`config.mk`:
```
export PLATFORM = sky130hd
export DESIGN_NAME = key_event_queue
export DESIGN_NICKNAME = d
export VERILOG_FILES = /design/src/rtl/key_event_queue.sv
export SDC_FILE = /design/constraint.sdc
export NUM_CORES = 1
export LEC_CHECK = 0
export ABC_CLOCK_PERIOD_IN_PS = 2700
export BUFFER_PORTS_ARGS = -buffer_cell sky130_fd_sc_hd__buf_2
export CORE_MARGIN = 3
export CORE_UTILIZATION = 40
export CTS_CLUSTER_SIZE = 24
export DETAILED_ROUTE_END_ITERATION = 10
export GPL_ROUTABILITY_DRIVEN = 0
export GPL_TIMING_DRIVEN = 0
export PLACE_DENSITY = 0.67
export SYNTH_ARGS = -nofsm -noshare
export SYNTH_HDL_FRONTEND = slang
export SYNTH_SLANG_ARGS = --single-unit
export TNS_END_PERCENT = 1
```
`constraint.sdc`:
```
create_clock -name clk -period 2.7 [get_ports clk]
set_input_delay 0.675 -clock clk [delete_from_list [all_inputs] [get_ports clk]]
set_output_delay 0.675 -clock clk [all_outputs]
set_load 0.01 [all_outputs]
```
`src/rtl/key_event_queue.sv`:
```
// ============================================================================
// key_event_queue: 14-key edge detector feeding a show-ahead event FIFO.
// Optional typematic repeat when KEY_AUTOREPEAT_EN is defined. Rev 1.0
// ============================================================================
`default_nettype none

module key_event_queue #(
  parameter int FIFO_DEPTH    = 8,
  parameter int REPEAT_DELAY  = 25_000_000,
  parameter int REPEAT_PERIOD = 5_000_000
) (
  input  logic                          clk,
  input  logic                          clrn,
  input  logic [13:0]                   key_in,
  output logic [5:0]                    evt_code,
  output logic                          evt_valid,
  input  logic                          evt_ready,
  output logic [$clog2(FIFO_DEPTH):0]   evt_count,
  output logic                          overflow
);

  localparam int KEY_N = 14;
  localparam int AW    = $clog2(FIFO_DEPTH);
  localparam int CW    = AW + 1;
`ifdef KEY_AUTOREPEAT_EN
  localparam int MEM_W = 6;
`else
  localparam int MEM_W = 5;
`endif

  generate
    if (FIFO_DEPTH < 4 || FIFO_DEPTH > 32 || (FIFO_DEPTH & (FIFO_DEPTH - 1)) != 0 ||
        REPEAT_DELAY < 1 || REPEAT_PERIOD < 1) begin : g_bad_param
      $error("key_event_queue: invalid parameter value");
    end
  endgenerate

  logic [KEY_N-1:0] prev_q, prev_d;
  logic [KEY_N-1:0] pend_p_q, pend_p_d;
  logic [KEY_N-1:0] pend_r_q, pend_r_d;
  logic             overflow_q, overflow_d;
  logic [AW-1:0]    wr_ptr_q, wr_ptr_d;
  logic [AW-1:0]    rd_ptr_q, rd_ptr_d;
  logic [CW-1:0]    count_q, count_d;
  logic [MEM_W-1:0] mem_q [FIFO_DEPTH];

  logic [KEY_N-1:0] rise, fall, pend_any, clr_p, clr_r;
  logic [3:0]       sel_idx;
  logic             sel_pr, sel_press, have_evt, push, pop, full;
  logic [MEM_W-1:0] new_code;

`ifdef KEY_AUTOREPEAT_EN
  localparam logic [31:0] DELAY_M1  = 32'(REPEAT_DELAY - 1);
  localparam logic [31:0] PERIOD_M1 = 32'(REPEAT_PERIOD - 1);

  logic        rep_active_q, rep_active_d;
  logic [3:0]  rep_idx_q, rep_idx_d;
  logic [31:0] rep_timer_q, rep_timer_d;
  logic        rep_first_q, rep_first_d;
  logic        pend_rep_q, pend_rep_d;
  logic        rep_fire;
  logic [3:0]  rise_idx;
`endif

  always_comb begin
    rise     = key_in & ~prev_q;
    fall     = ~key_in & prev_q;
    prev_d   = key_in;
    pend_any = pend_p_q | pend_r_q;

    // Lowest index wins; within one key a press precedes its release.
    sel_idx = 4'd0;
    for (int i = KEY_N - 1; i >= 0; i--) begin
      if (pend_any[i]) sel_idx = 4'(i);
    end
    sel_pr    = |pend_any;
    sel_press = pend_p_q[sel_idx];
    have_evt  = sel_pr;
    new_code  = MEM_W'({sel_press, sel_idx});
`ifdef KEY_AUTOREPEAT_EN
    if (!sel_pr && pend_rep_q) begin
      have_evt = 1'b1;
      new_code = {2'b11, rep_idx_q};
    end
`endif

    pop  = (count_q != '0) && evt_ready;
    full = (count_q == CW'(FIFO_DEPTH));
    push = have_evt && (!full || pop);

    clr_p = (push && sel_pr && sel_press)  ? (14'(1) << sel_idx) : '0;
    clr_r = (push && sel_pr && !sel_press) ? (14'(1) << sel_idx) : '0;

    pend_p_d   = (pend_p_q | rise) & ~clr_p;
    pend_r_d   = (pend_r_q | fall) & ~clr_r;
    overflow_d = overflow_q | (|(rise & pend_p_q)) | (|(fall & pend_r_q));

    wr_ptr_d = wr_ptr_q + AW'(push);
    rd_ptr_d = rd_ptr_q + AW'(pop);
    count_d  = count_q + CW'(push) - CW'(pop);

`ifdef KEY_AUTOREPEAT_EN
    rise_idx = 4'd0;
    for (int i = KEY_N - 1; i >= 0; i--) begin
      if (rise[i]) rise_idx = 4'(i);
    end
    rep_active_d = rep_active_q;
    rep_idx_d    = rep_idx_q;
    rep_timer_d  = rep_timer_q;
    rep_first_d  = rep_first_q;
    rep_fire     = 1'b0;
    pend_rep_d   = pend_rep_q && !(push && !sel_pr);
    if (|rise) begin
      rep_active_d = 1'b1;
      rep_idx_d    = rise_idx;
      rep_timer_d  = '0;
      rep_first_d  = 1'b1;
      pend_rep_d   = 1'b0;
    end else if (rep_active_q) begin
      if (fall[rep_idx_q]) begin
        rep_active_d = 1'b0;
        pend_rep_d   = 1'b0;
      end else if (rep_timer_q == (rep_first_q ? DELAY_M1 : PERIOD_M1)) begin
        rep_timer_d = '0;
        rep_first_d = 1'b0;
        rep_fire    = 1'b1;
        pend_rep_d  = 1'b1;
      end else begin
        rep_timer_d = rep_timer_q + 32'd1;
      end
    end
    overflow_d = overflow_d | (rep_fire & pend_rep_q);
`endif
  end

  always_ff @(posedge clk) begin
    if (!clrn) begin
      prev_q       <= key_in;
      pend_p_q     <= '0;
      pend_r_q     <= '0;
      overflow_q   <= 1'b0;
      wr_ptr_q     <= '0;
      rd_ptr_q     <= '0;
      count_q      <= '0;
`ifdef KEY_AUTOREPEAT_EN
      rep_active_q <= 1'b0;
      rep_idx_q    <= 4'd0;
      rep_timer_q  <= '0;
      rep_first_q  <= 1'b0;
      pend_rep_q   <= 1'b0;
`endif
    end else begin
      prev_q       <= prev_d;
      pend_p_q     <= pend_p_d;
      pend_r_q     <= pend_r_d;
      overflow_q   <= overflow_d;
      wr_ptr_q     <= wr_ptr_d;
      rd_ptr_q     <= rd_ptr_d;
      count_q      <= count_d;
`ifdef KEY_AUTOREPEAT_EN
      rep_active_q <= rep_active_d;
      rep_idx_q    <= rep_idx_d;
      rep_timer_q  <= rep_timer_d;
      rep_first_q  <= rep_first_d;
      pend_rep_q   <= pend_rep_d;
`endif
    end
  end

  // Storage needs no reset: entries are only visible through count_q.
  always_ff @(posedge clk) begin
    if (push) mem_q[wr_ptr_q] <= new_code;
  end

  always_comb begin
`ifdef KEY_AUTOREPEAT_EN
    evt_code = mem_q[rd_ptr_q];
`else
    evt_code = {1'b0, mem_q[rd_ptr_q]};
`endif
    evt_valid = (count_q != '0);
    evt_count = count_q;
    overflow  = overflow_q;
  end

endmodule

`default_nettype wire

```
==> results of run 1 <==
-- kinds of logic (layout without fill, tap and decap cells) --
group | Yosys count | after routing | synth area share (%)
AND/OR/NAND/NOR | 115 | 115 | 15.2
XOR/XNOR | 4 | 4 | 0.859
AO/OA/AOI/OAI | 90 | 90 | 14.6
flip-flops | 93 | 93 | 55.5
adder cells (fa/ha/maj) | 11 | 11 | 3.56
buffers and inverters | 25 | 75 | 2.61
multiplexers | 18 | 18 | 7.64
other | 1 | 1 | 0.0920
-- registers in the layout, summed over array words and instances, names as in the netlist --
register and cells:
mem_q 40, evt_count 4, rd_ptr_q 3, pend_r_q 14
prev_q 14, wr_ptr_q 3, overflow 1, pend_p_q 14
-- power by group through the flow --
stage / logic, mW / clock network [mW] / registers [mW]
3_5_place_dp: 1.42 / 0 / 1.94
3_3_place_gp: 1.37 / 0 / 1.93
6_report: 1.61 / 0.832 / 1.91
4_1_cts: 1.48 / 0.864 / 1.91
5_1_grt: 1.77 / 0.926 / 1.94
2_1_floorplan: 0.991 / 0 / 1.91
-- timing repair --
item,in CTS,in global routing
cloned,0,0
endpoints found under the setup margin,37,41
setup buffers,1,7
resized for setup,13,29
pin swaps,5,5
-- final cells by class --
class                           count  area [sq um]  area share, %
Inverter                           13          61.3           1.29
Sequential cell                    93          2270           47.8
Timing Repair Buffer               34           190           4.01
Clock buffer                       10           128           2.69
Buffer                             12          77.6           1.63
Clock inverter                      6          45.0          0.949
Multi-Input combinational cell    239          1810           38.1
Tap cell                          133           166           3.51
-- layout by cell type, fill, tap and decap left out, drive strengths merged, types with 3 or more instances in the layout --
cell type	count
dfxtp	53
edfxtp	40
buf	40
o21ai	30
nor2b	29
nor2	25
nand2	18
a31oi	17
a21oi	16
clkbuf	16
inv	15
and2	12
mux4	10
ha	10
a22oi	9
nor3	6
mux2	5
or4	5
nand3	4
xor2	4
and3	4
nand2b	3
nor4	3
o31ai	3
mux2i	3
clkinvlp	3
-- stage by stage --
stage	cell area, sq um	setup WS, ns	util (%)	setup TNS [ns]
6_report	4750	0.00864	48.1	0
5_1_grt	4750	-0.0343	48.1	-0.360
4_1_cts	4600	-0.00466	46.7	-0.00466
3_5_place_dp	4370	-0.295	44.3	-5.97
3_3_place_gp	4370	-0.218	44.3	-3.98
2_1_floorplan	4080	0.164	-	0
-- layer usage --
metal | vias up | track usage [%]
met5 | - | 0
met4 | 0 | 6.58
met3 | 18 | 4.88
met2 | 118 | 28.3
met1 | 1473 | 20.9
li1 | 1421 | -
-- path summary, 6_finish.rpt --
check                            startpoint          end  slack, ns
worst max-delay path            pend_p_q[6]  mem_q[7][4]      0.009
worst min-delay path              key_in[2]    prev_q[2]       0.44
worst max register to register  pend_p_q[6]  mem_q[7][4]      0.009
worst min register to register  pend_r_q[4]  pend_r_q[4]       0.59
-- worst max-delay path: stages (launching register included) --
cell,delay [ns]
sky130_fd_sc_hd__dfxtp_4,0.36
sky130_fd_sc_hd__or4_4,0.55
sky130_fd_sc_hd__a311o_1,0.37
sky130_fd_sc_hd__nand2_4,0.14
sky130_fd_sc_hd__inv_8,0.07
sky130_fd_sc_hd__nand2_2,0.07
sky130_fd_sc_hd__mux2i_2,0.08
sky130_fd_sc_hd__o31ai_2,0.29
sky130_fd_sc_hd__o2111a_2,0.29
sky130_fd_sc_hd__inv_4,0.06
sky130_fd_sc_hd__buf_12,0.16
==> results.toml, run 1 <==
[run_status]
status = "finished, final reports clean"

[power]
switching_share_pct = 35.5
pwr-share-clk_pct = 19.1
power.switching_mw = 1.55
p_int_mw = 2.81
ir_worst_vdd_uv = 399
static-leakage-power_nw = 1.74
p_per_area_nw_per_um2 = 918
totalPowerFinal_mw = 4.36
combinational_cell_fraction_of_total_power_pct = 37.0
power_frac_seq_pct = 43.9

[synth]
async_reset_ff_share_pct = 0
yosys_warning_total = 0
post_synthesis_cells = 357
synth_common_cells = "sky130_fd_sc_hd__dfxtp_1, sky130_fd_sc_hd__edfxtp_1, sky130_fd_sc_hd__nor2b_1, sky130_fd_sc_hd__o21ai_0, sky130_fd_sc_hd__nor2_1"
mappedNetlistNets = 385
synth.cell_area_sq_um = 4080
postSynthRegisterBits = 93
synth.top_cell.area_share_pct = 29.5
yosysTopAreaCell = "sky130_fd_sc_hd__edfxtp_1"
synthTopCellsByArea = "sky130_fd_sc_hd__edfxtp_1, sky130_fd_sc_hd__dfxtp_1, sky130_fd_sc_hd__mux4_2, sky130_fd_sc_hd__nor2b_1, sky130_fd_sc_hd__o21ai_0"
post_synth.cell_area_avg_sq_um = 11.4
synth_enable_flop_cells = 40
post-synth-top-count-cell = "sky130_fd_sc_hd__dfxtp_1"
yosys.cell_types.count = 56
postSynth.topFlopCell = "sky130_fd_sc_hd__dfxtp_1"
synth.yosys.seq_area_share_pct = 55.5

[clock_tree]
tritoncts = "built"
clk_sinks = 93
root_buffer = "sky130_fd_sc_hd__clkbuf_8"
clock_tree.buffer_depth = 2
clk_pin_slew_worst_paths_ns = 0.09
insertion_delay_ns = 0.36
htree_levels = 3
cts_stage_hold_buffer_count = 0
cts_made_buffers = 9

[floorplanning]
std_cell_rows = 36
floorplan.initialDensity_pct = 41.3
die_width_microns = 107
die_h_microns = 107
fp.dieArea_sq_um = 11400
ios = 29
design.core.area_sq_um = 9860

[route]
drt.antenna.violating_nets = 0
wl_met1_microns = 3770
met2_length_microns = 4830
wl_microns = 9420
drt_drc_violations_left = 0
detailed_route_vias_per_instance = 5.61
routed_wire_length_per_instance_microns = 17.4
dr.pass1.iters = 5
dr.first_iter.drc_count = 234
detailroute.via_count = 3030
top_layer_used = "met4"
met3WireLength_microns = 628

[worst_setup_path]
worst_r2r_path_depth = 10
required_time_worst_endpoint_ns = 2.82
timing.critical_path.fanout_max = 17
timing.critical_path.from_type = "register"
critical_path_class = "reg -> reg"
critical_path_arrival_ns = 2.81
worst_setup_path_end_kind = "register"

[job]
max_cap_violations = 0

[sta]
clock.fmax_mhz = 372
report.final.setup_viol = 0
finalCritPeriodShare_pct = 99.7
slew_headroom_pct = 33.8
fin_crit_ns = 2.69
timing.final.max_slew_violations = 0
worst_clock_skew_ns = 0.0114
worstMarginPinSlew_ns = 0.986
fin_worst_hold_slack_ns = 0.439
rsz0062_at_grt = "true"
finalHoldViolations = 0

[global_routing]
globalRouteOverflowTotal = 0
first_global_vias = 3009
grt_pass1_wl_microns = 15000
grt.total_usage_pct = 17.0
grt_max_degree = 18
grt_antenna_before_repair = 0

[cells_and_area]
finish.cell_count_without_fillers = 540
area_delta_synth_final_pct = 16.4
layout-drive-gt1-share_pct = 25.6
net_count_reported_at_finish = 430
fillCellCount = 885
diodes = 0

[placement]
placed_cells_incl_taps = 516
dp.final_hpwl_microns = 6510
port-buffer-count = 26

[hold_path]
worst_hold_check_path_type = "in -> reg"
whs_path_depth = 1
Power figures use the tool's default switching activity.
==> run 2, diff against run 1 <==
--- a/config.mk
+++ b/config.mk
@@ -13,7 +13,6 @@
 export DETAILED_ROUTE_END_ITERATION = 10
 export GPL_ROUTABILITY_DRIVEN = 0
 export GPL_TIMING_DRIVEN = 0
-export PLACE_DENSITY = 0.67
 export SYNTH_ARGS = -nofsm -noshare
 export SYNTH_HDL_FRONTEND = slang
 export SYNTH_SLANG_ARGS = --single-unit
==> run 2 against run 1 <==
Sequential share of layout area fell by 0.61 points. Register-to-register slack got worse by 0.03 ns. Routed wire length is 1.0% higher. Setup slack worse by 0.028 ns. First-iteration DRC count shrank 17%. Sequential power barely moved. Critical endpoint is now mem_q[3][4]. Critical path depth unchanged. Via count is 3.2% lower. The run now ends with negative setup slack left.
==> results.toml, run 2 (synthesized netlist as in run 1, its figures left out) <==
[hold_path]
worstHoldStart = "key_in[0]"
worst_hold_check_path_type = "in -> reg"
whs_path_depth = 1
min_to = "prev_q[0]"

[power]
p_per_area_nw_per_um2 = 989
static-leakage-power_nw = 1.79
ir_worst_vdd_uv = 355

[floorplanning]
floorplan.initialDensity_pct = 41.3
die_width_microns = 107
fp.dieArea_sq_um = 11400
design.core.area_sq_um = 9860
ios = 29
std_cell_rows = 36
die_h_microns = 107

[global_routing]
grt_max_degree = 18
grt.total_usage_pct = 17.3
globalRouteOverflowTotal = 0
grt_pass1_wl_microns = 15100
grt_antenna_before_repair = 0
first_global_vias = 2909

[worst_setup_path]
required_time_worst_endpoint_ns = 2.82
critPathMaxStageDelay_ns = 0.55
timing.critical_path.fanout_max = 14
timing.critical_path.from_type = "register"
cp_top_family = "compound AO/OA/AOI/OAI gates"
critical_path_arrival_ns = 2.84
critical_path_buf_inv_count = 3
ff2ff_setup_slack_ns = -0.02
critical_path_class = "reg -> reg"
r2r_start = "pend_p_q[6]"
worst_r2r_path_depth = 10
worst_setup_path_end_kind = "register"
worstPathCellList = "or4_4, a311o_1, nand2_4, inv_8, nand2_1, mux2i_1, o31ai_2, o2111a_2, inv_4, buf_12"
ff_to_ff_end = "mem_q[3][4]"
timing.critical_path.slowest_stage_cell = "sky130_fd_sc_hd__or4_4"

[route]
detailed_route_vias_per_instance = 5.45
dr.pass1.iters = 5
dr.first_iter.drc_count = 194
wl_microns = 9510
drt_drc_violations_left = 0
routed_wire_length_per_instance_microns = 17.7
drt.antenna.violating_nets = 0
detailroute.via_count = 2932

[cells_and_area]
net_count_reported_at_finish = 428
layout.cells.most_common = "sky130_fd_sc_hd__dfxtp_1"
area_used_by_multi_input_combinational_logic_sq_um = 1770
largest_register_ff_count = 40
fin_util_pct = 48.8
layout-drive-gt1-share_pct = 23.5
area_delta_synth_final_pct = 18.0
fillCellCount = 888
diodes = 0
regMostFlops = "mem_q"
seqCellArea_sq_um = 2270
final_cell_mix = "sky130_fd_sc_hd__dfxtp_1, sky130_fd_sc_hd__edfxtp_1, sky130_fd_sc_hd__o21ai_0, sky130_fd_sc_hd__nor2b_1, sky130_fd_sc_hd__buf_2"

[sta]
worstMarginPinSlew_ns = 0.885
rsz0062_at_grt = "true"
fin_crit_ns = 2.72
timing.setup.tns_ns = -0.147
clock.fmax_mhz = 368
report.final.setup_viol = 8
finalHoldViolations = 0
finalCritPeriodShare_pct = 101
slew_headroom_pct = 40.5
fin_worst_hold_slack_ns = 0.430
fin_ws_ns = -0.0190
worst_clock_skew_ns = 0.00928
timing.final.max_slew_violations = 0

[run_status]
violations = "negative setup slack"
status = "complete, but fails checks"

[clock_tree]
htree_levels = 3
clock_tree.buffer_depth = 2
cts_made_buffers = 9
insertion_delay_ns = 0.36
tritoncts = "built"
clk_pin_slew_worst_paths_ns = 0.10
clk_sinks = 93
root_buffer = "sky130_fd_sc_hd__clkbuf_8"

[placement]
port-buffer-count = 26
dp.final_hpwl_microns = 6620
placement.setup.worst_slack_ns = -0.342

[job]
max_cap_violations = 0
[run 2: changes by cell type in the layout (fill, tap and decap cells not counted), sizes merged]
| cell | previous run | this run |
|---|---|---|
| bufinv | 0 | 4 |
| inv | 15 | 14 |
| buf | 40 | 37 |
| clkinvlp | 3 | 1 |
[run 2: area by class of cell]
class,instances,share of cell area (%)
clock buffer,9,2.58
buffer,12,1.61
tap,133,3.46
inverter,13,1.22
sequential,93,47.2
timing repair buffer,32,4.01
multi-input combinational,239,36.9
clock inverter,7,3.02
[run 2: power breakdown]
part	leakage [nW]	switching, mW	total [mW]	internal (mW)
Clock	0.130	0.506	1.22	0.713
Combinational	0.841	0.933	1.63	0.695
Sequential	0.815	0.127	1.91	1.78
Total	1.79	1.57	4.76	3.19
[run 2: timing repair]
action                                 in CTS  in global routing
setup endpoints to repair                  38                 36
setup buffers                               1                  4
gates resized for setup                    15                 20
hold buffers                                0                  0
pin swaps                                   3                  3
gates cloned                                0                  1
endpoints found under the hold margin       0                  0
[run 2: worst max-delay path by stage]
stage | start | endpoint | slack [ns] | cells after the start
finish | pend_p_q[6] | mem_q[3][4] | -0.02 | 10
global placement | pend_p_q[4] | pend_p_q[6] | -0.24 | 9
detailed placement | pend_p_q[4] | pend_p_q[7] | -0.34 | 9
floorplan | evt_count[2] | evt_count[2] | 0.16 | 12
CTS | pend_p_q[0] | evt_count[2] | 0.008 | 9
global route | pend_p_q[6] | pend_p_q[3] | -0.10 | 11
[run 2: stage by stage]
step | cell area, sq um | power [mW] | std cells
2_1_floorplan | 4080 | 2.90 | 357
3_3_place_gp | 4370 | 3.34 | 516
3_5_place_dp | 4370 | 3.37 | 516
4_1_cts | 4710 | 4.66 | 533
5_1_grt | 4810 | 5.01 | 538
6_report | 4810 | 4.76 | 538
[run 2: layer usage]
layer	routed length (microns)	global-route usage, %	up-vias	share of wire, %
met1	4090	21.1	1418	43
li1	-	-	1414	-
met3	351	3.13	24	3.7
met4	255	7.95	0	2.7
met2	4820	29.6	76	51
met5	0	0	-	0
==> run 3, diff against run 2 <==
--- a/config.mk
+++ b/config.mk
@@ -8,7 +8,7 @@
 export ABC_CLOCK_PERIOD_IN_PS = 2700
 export BUFFER_PORTS_ARGS = -buffer_cell sky130_fd_sc_hd__buf_2
 export CORE_MARGIN = 3
-export CORE_UTILIZATION = 40
+export CORE_UTILIZATION = 23
 export CTS_CLUSTER_SIZE = 24
 export DETAILED_ROUTE_END_ITERATION = 10
 export GPL_ROUTABILITY_DRIVEN = 0
==> run 3 against run 2 <==
The run still ends with negative setup slack left. Maximum frequency decreased by 0.21%. Non-clock buffer count increased by 13. Via count increased by 7.9%. Sequential share of layout area decreased by 3.4 points. First-iteration DRC count increased by 52%. Clock power increased by 11%. Die area increased by 69%. Total power increased by 8.2%. Clock skew decreased by 0.0042 ns. Largest power group unchanged.
==> results.toml, run 3 (synthesized netlist as in run 1, its figures left out) <==
[cells_and_area]
layout-drive-gt1-share_pct = 28.5
regMostFlops = "mem_q"
area_delta_synth_final_pct = 27.4
fin_util_pct = 30.0
finish.cell_count_without_fillers = 643
final_cell_mix = "sky130_fd_sc_hd__dfxtp_1, sky130_fd_sc_hd__edfxtp_1, sky130_fd_sc_hd__nor2b_1"
net_count_reported_at_finish = 441
layout.cells.most_common = "sky130_fd_sc_hd__dfxtp_1"
diodes = 0
largest_register_ff_count = 40
post-route-cell-area_sq_um = 5190

[worst_setup_path]
worst_setup_path_end_kind = "register"
critical_path_class = "reg -> reg"
timing.critical_path.from_type = "register"
worstPathCellList = "or4_4, a311o_1, nand2_4, clkinv_8, nand2_4, mux2i_4, o31ai_4, o2111a_2, clkinv_4, clkbuf_16, a31oi_1"
required_time_worst_endpoint_ns = 2.96
critPathMaxStageDelay_ns = 0.53
timing.critical_path.slowest_stage_cell = "sky130_fd_sc_hd__or4_4"
most_used_cell_along_the_critical_path = "sky130_fd_sc_hd__nand2_4"
endpoint = "pend_p_q[6]"
ff_to_ff_end = "pend_p_q[6]"
worst_r2r_path_depth = 11
ff2ff_setup_slack_ns = -0.02
r2r_start = "pend_r_q[6]"
critical_path_buf_inv_count = 3
critical_path_arrival_ns = 2.98
timing.critical_path.fanout_max = 8
cp_top_family = "compound AO/OA/AOI/OAI gates"
timing.critical_path.depth = 11
startpoint = "pend_r_q[6]"

[route]
detailroute.via_count = 3163
dr.pass1.iters = 6
drt.antenna.violating_nets = 0
detailed_route_vias_per_instance = 4.92
wl_microns = 10600
drt_drc_violations_left = 0
dr.first_iter.drc_count = 295
routed_wire_length_per_instance_microns = 16.4

[floorplanning]
floorplan.initialDensity_pct = 23.6
fp.dieArea_sq_um = 19400
std_cell_rows = 48
die_width_microns = 139
ios = 29
design.core.area_sq_um = 17300
die_h_microns = 139

[sta]
rsz0062_at_grt = "true"
fin_worst_hold_slack_ns = 0.454
fin_crit_ns = 2.72
finalCritPeriodShare_pct = 101
fin_ws_ns = -0.0246
timing.final.max_slew_violations = 0
worstMarginPinSlew_ns = 1.08
worst_clock_skew_ns = 0.00511
finalHoldViolations = 0
slew_headroom_pct = 27.3
report.final.setup_viol = 9
timing.setup.tns_ns = -0.0996
clock.fmax_mhz = 367

[run_status]
violations = "negative setup slack"
status = "complete, but fails checks"

[global_routing]
first_global_vias = 3044
grt_antenna_before_repair = 0
grt.total_usage_pct = 10.2
globalRouteOverflowTotal = 0
grt_max_degree = 18
grt_pass1_wl_microns = 15600

[clock_tree]
root_buffer = "sky130_fd_sc_hd__clkbuf_16"
cts_made_buffers = 9
clk_sinks = 93
cts_stage_hold_buffer_count = 0
clock_tree.buffer_depth = 2
htree_levels = 3
tritoncts = "built"
insertion_delay_ns = 0.34
clk_pin_slew_worst_paths_ns = 0.07

[hold_path]
worstHoldStart = "key_in[10]"
worst_hold_check_path_type = "in -> reg"

[placement]
detailed_place.area_sq_um = 4490
placement.setup.worst_slack_ns = -0.419
port-buffer-count = 26
dp.final_hpwl_microns = 7070
placed_cells_incl_taps = 608

[job]
max_cap_violations = 0

[power]
p_per_area_nw_per_um2 = 991
static-leakage-power_nw = 1.91
ir_worst_vdd_uv = 406
totalPowerFinal_mw = 5.14
run 3: cell count changes in the layout (fill, tap and decap cells not counted), sizes merged:
cell and change:
buf +12, bufinv -2, clkbuf +1, clkinv +4
clkinvlp -1, inv -1
run 3: report_power, final:
part / total [mW] / switching [mW] / internal (mW) / leakage, nW
registers: 1.93 / 0.142 / 1.78 / 0.816
clock network: 1.35 / 0.537 / 0.814 / 0.158
logic: 1.87 / 1.02 / 0.848 / 0.941
total: 5.14 / 1.70 / 3.45 / 1.91
run 3: how the worst min path moves through the flow:
stage / end / slack, ns / cells after the start
global route: prev_q[11] / 0.44 / 1
global placement: pend_r_q[9] / 0.56 / 2
CTS: prev_q[13] / 0.44 / 1
finish: prev_q[10] / 0.45 / 1
floorplan: pend_r_q[9] / 0.53 / 2
detailed placement: pend_r_q[10] / 0.57 / 2
run 3: timing repair:
action                     CTS  global route
gates resized for setup     13            45
buffers inserted             2            15
setup endpoints to repair   37            39
cloned                       0             2
pin swaps                    4            12
run 3: area by class of cell:
| cell class | count | area (sq um) |
|---|---|---|
| plain buffers | 12 | 81.3 |
| clock buffers | 9 | 225 |
| clock inverters | 7 | 95.1 |
| fillers | 1781 | 12100 |
| inverters | 13 | 66.3 |
| multi-input cells | 239 | 1850 |
| flip-flops and latches | 93 | 2270 |
| well taps | 225 | 282 |
| repair buffers | 45 | 315 |
run 3: routing by layer:
layer / global-route usage [%] / part of all wire, % / routed length (microns) / vias to the layer above
li1: - / - / - / 1446
met5: 0 / 0 / 0 / -
met3: 2.69 / 7.1 / 752 / 30
met4: 4.84 / 3.2 / 339 / 0
met1: 12.5 / 40 / 4280 / 1534
met2: 16.9 / 49 / 5200 / 153
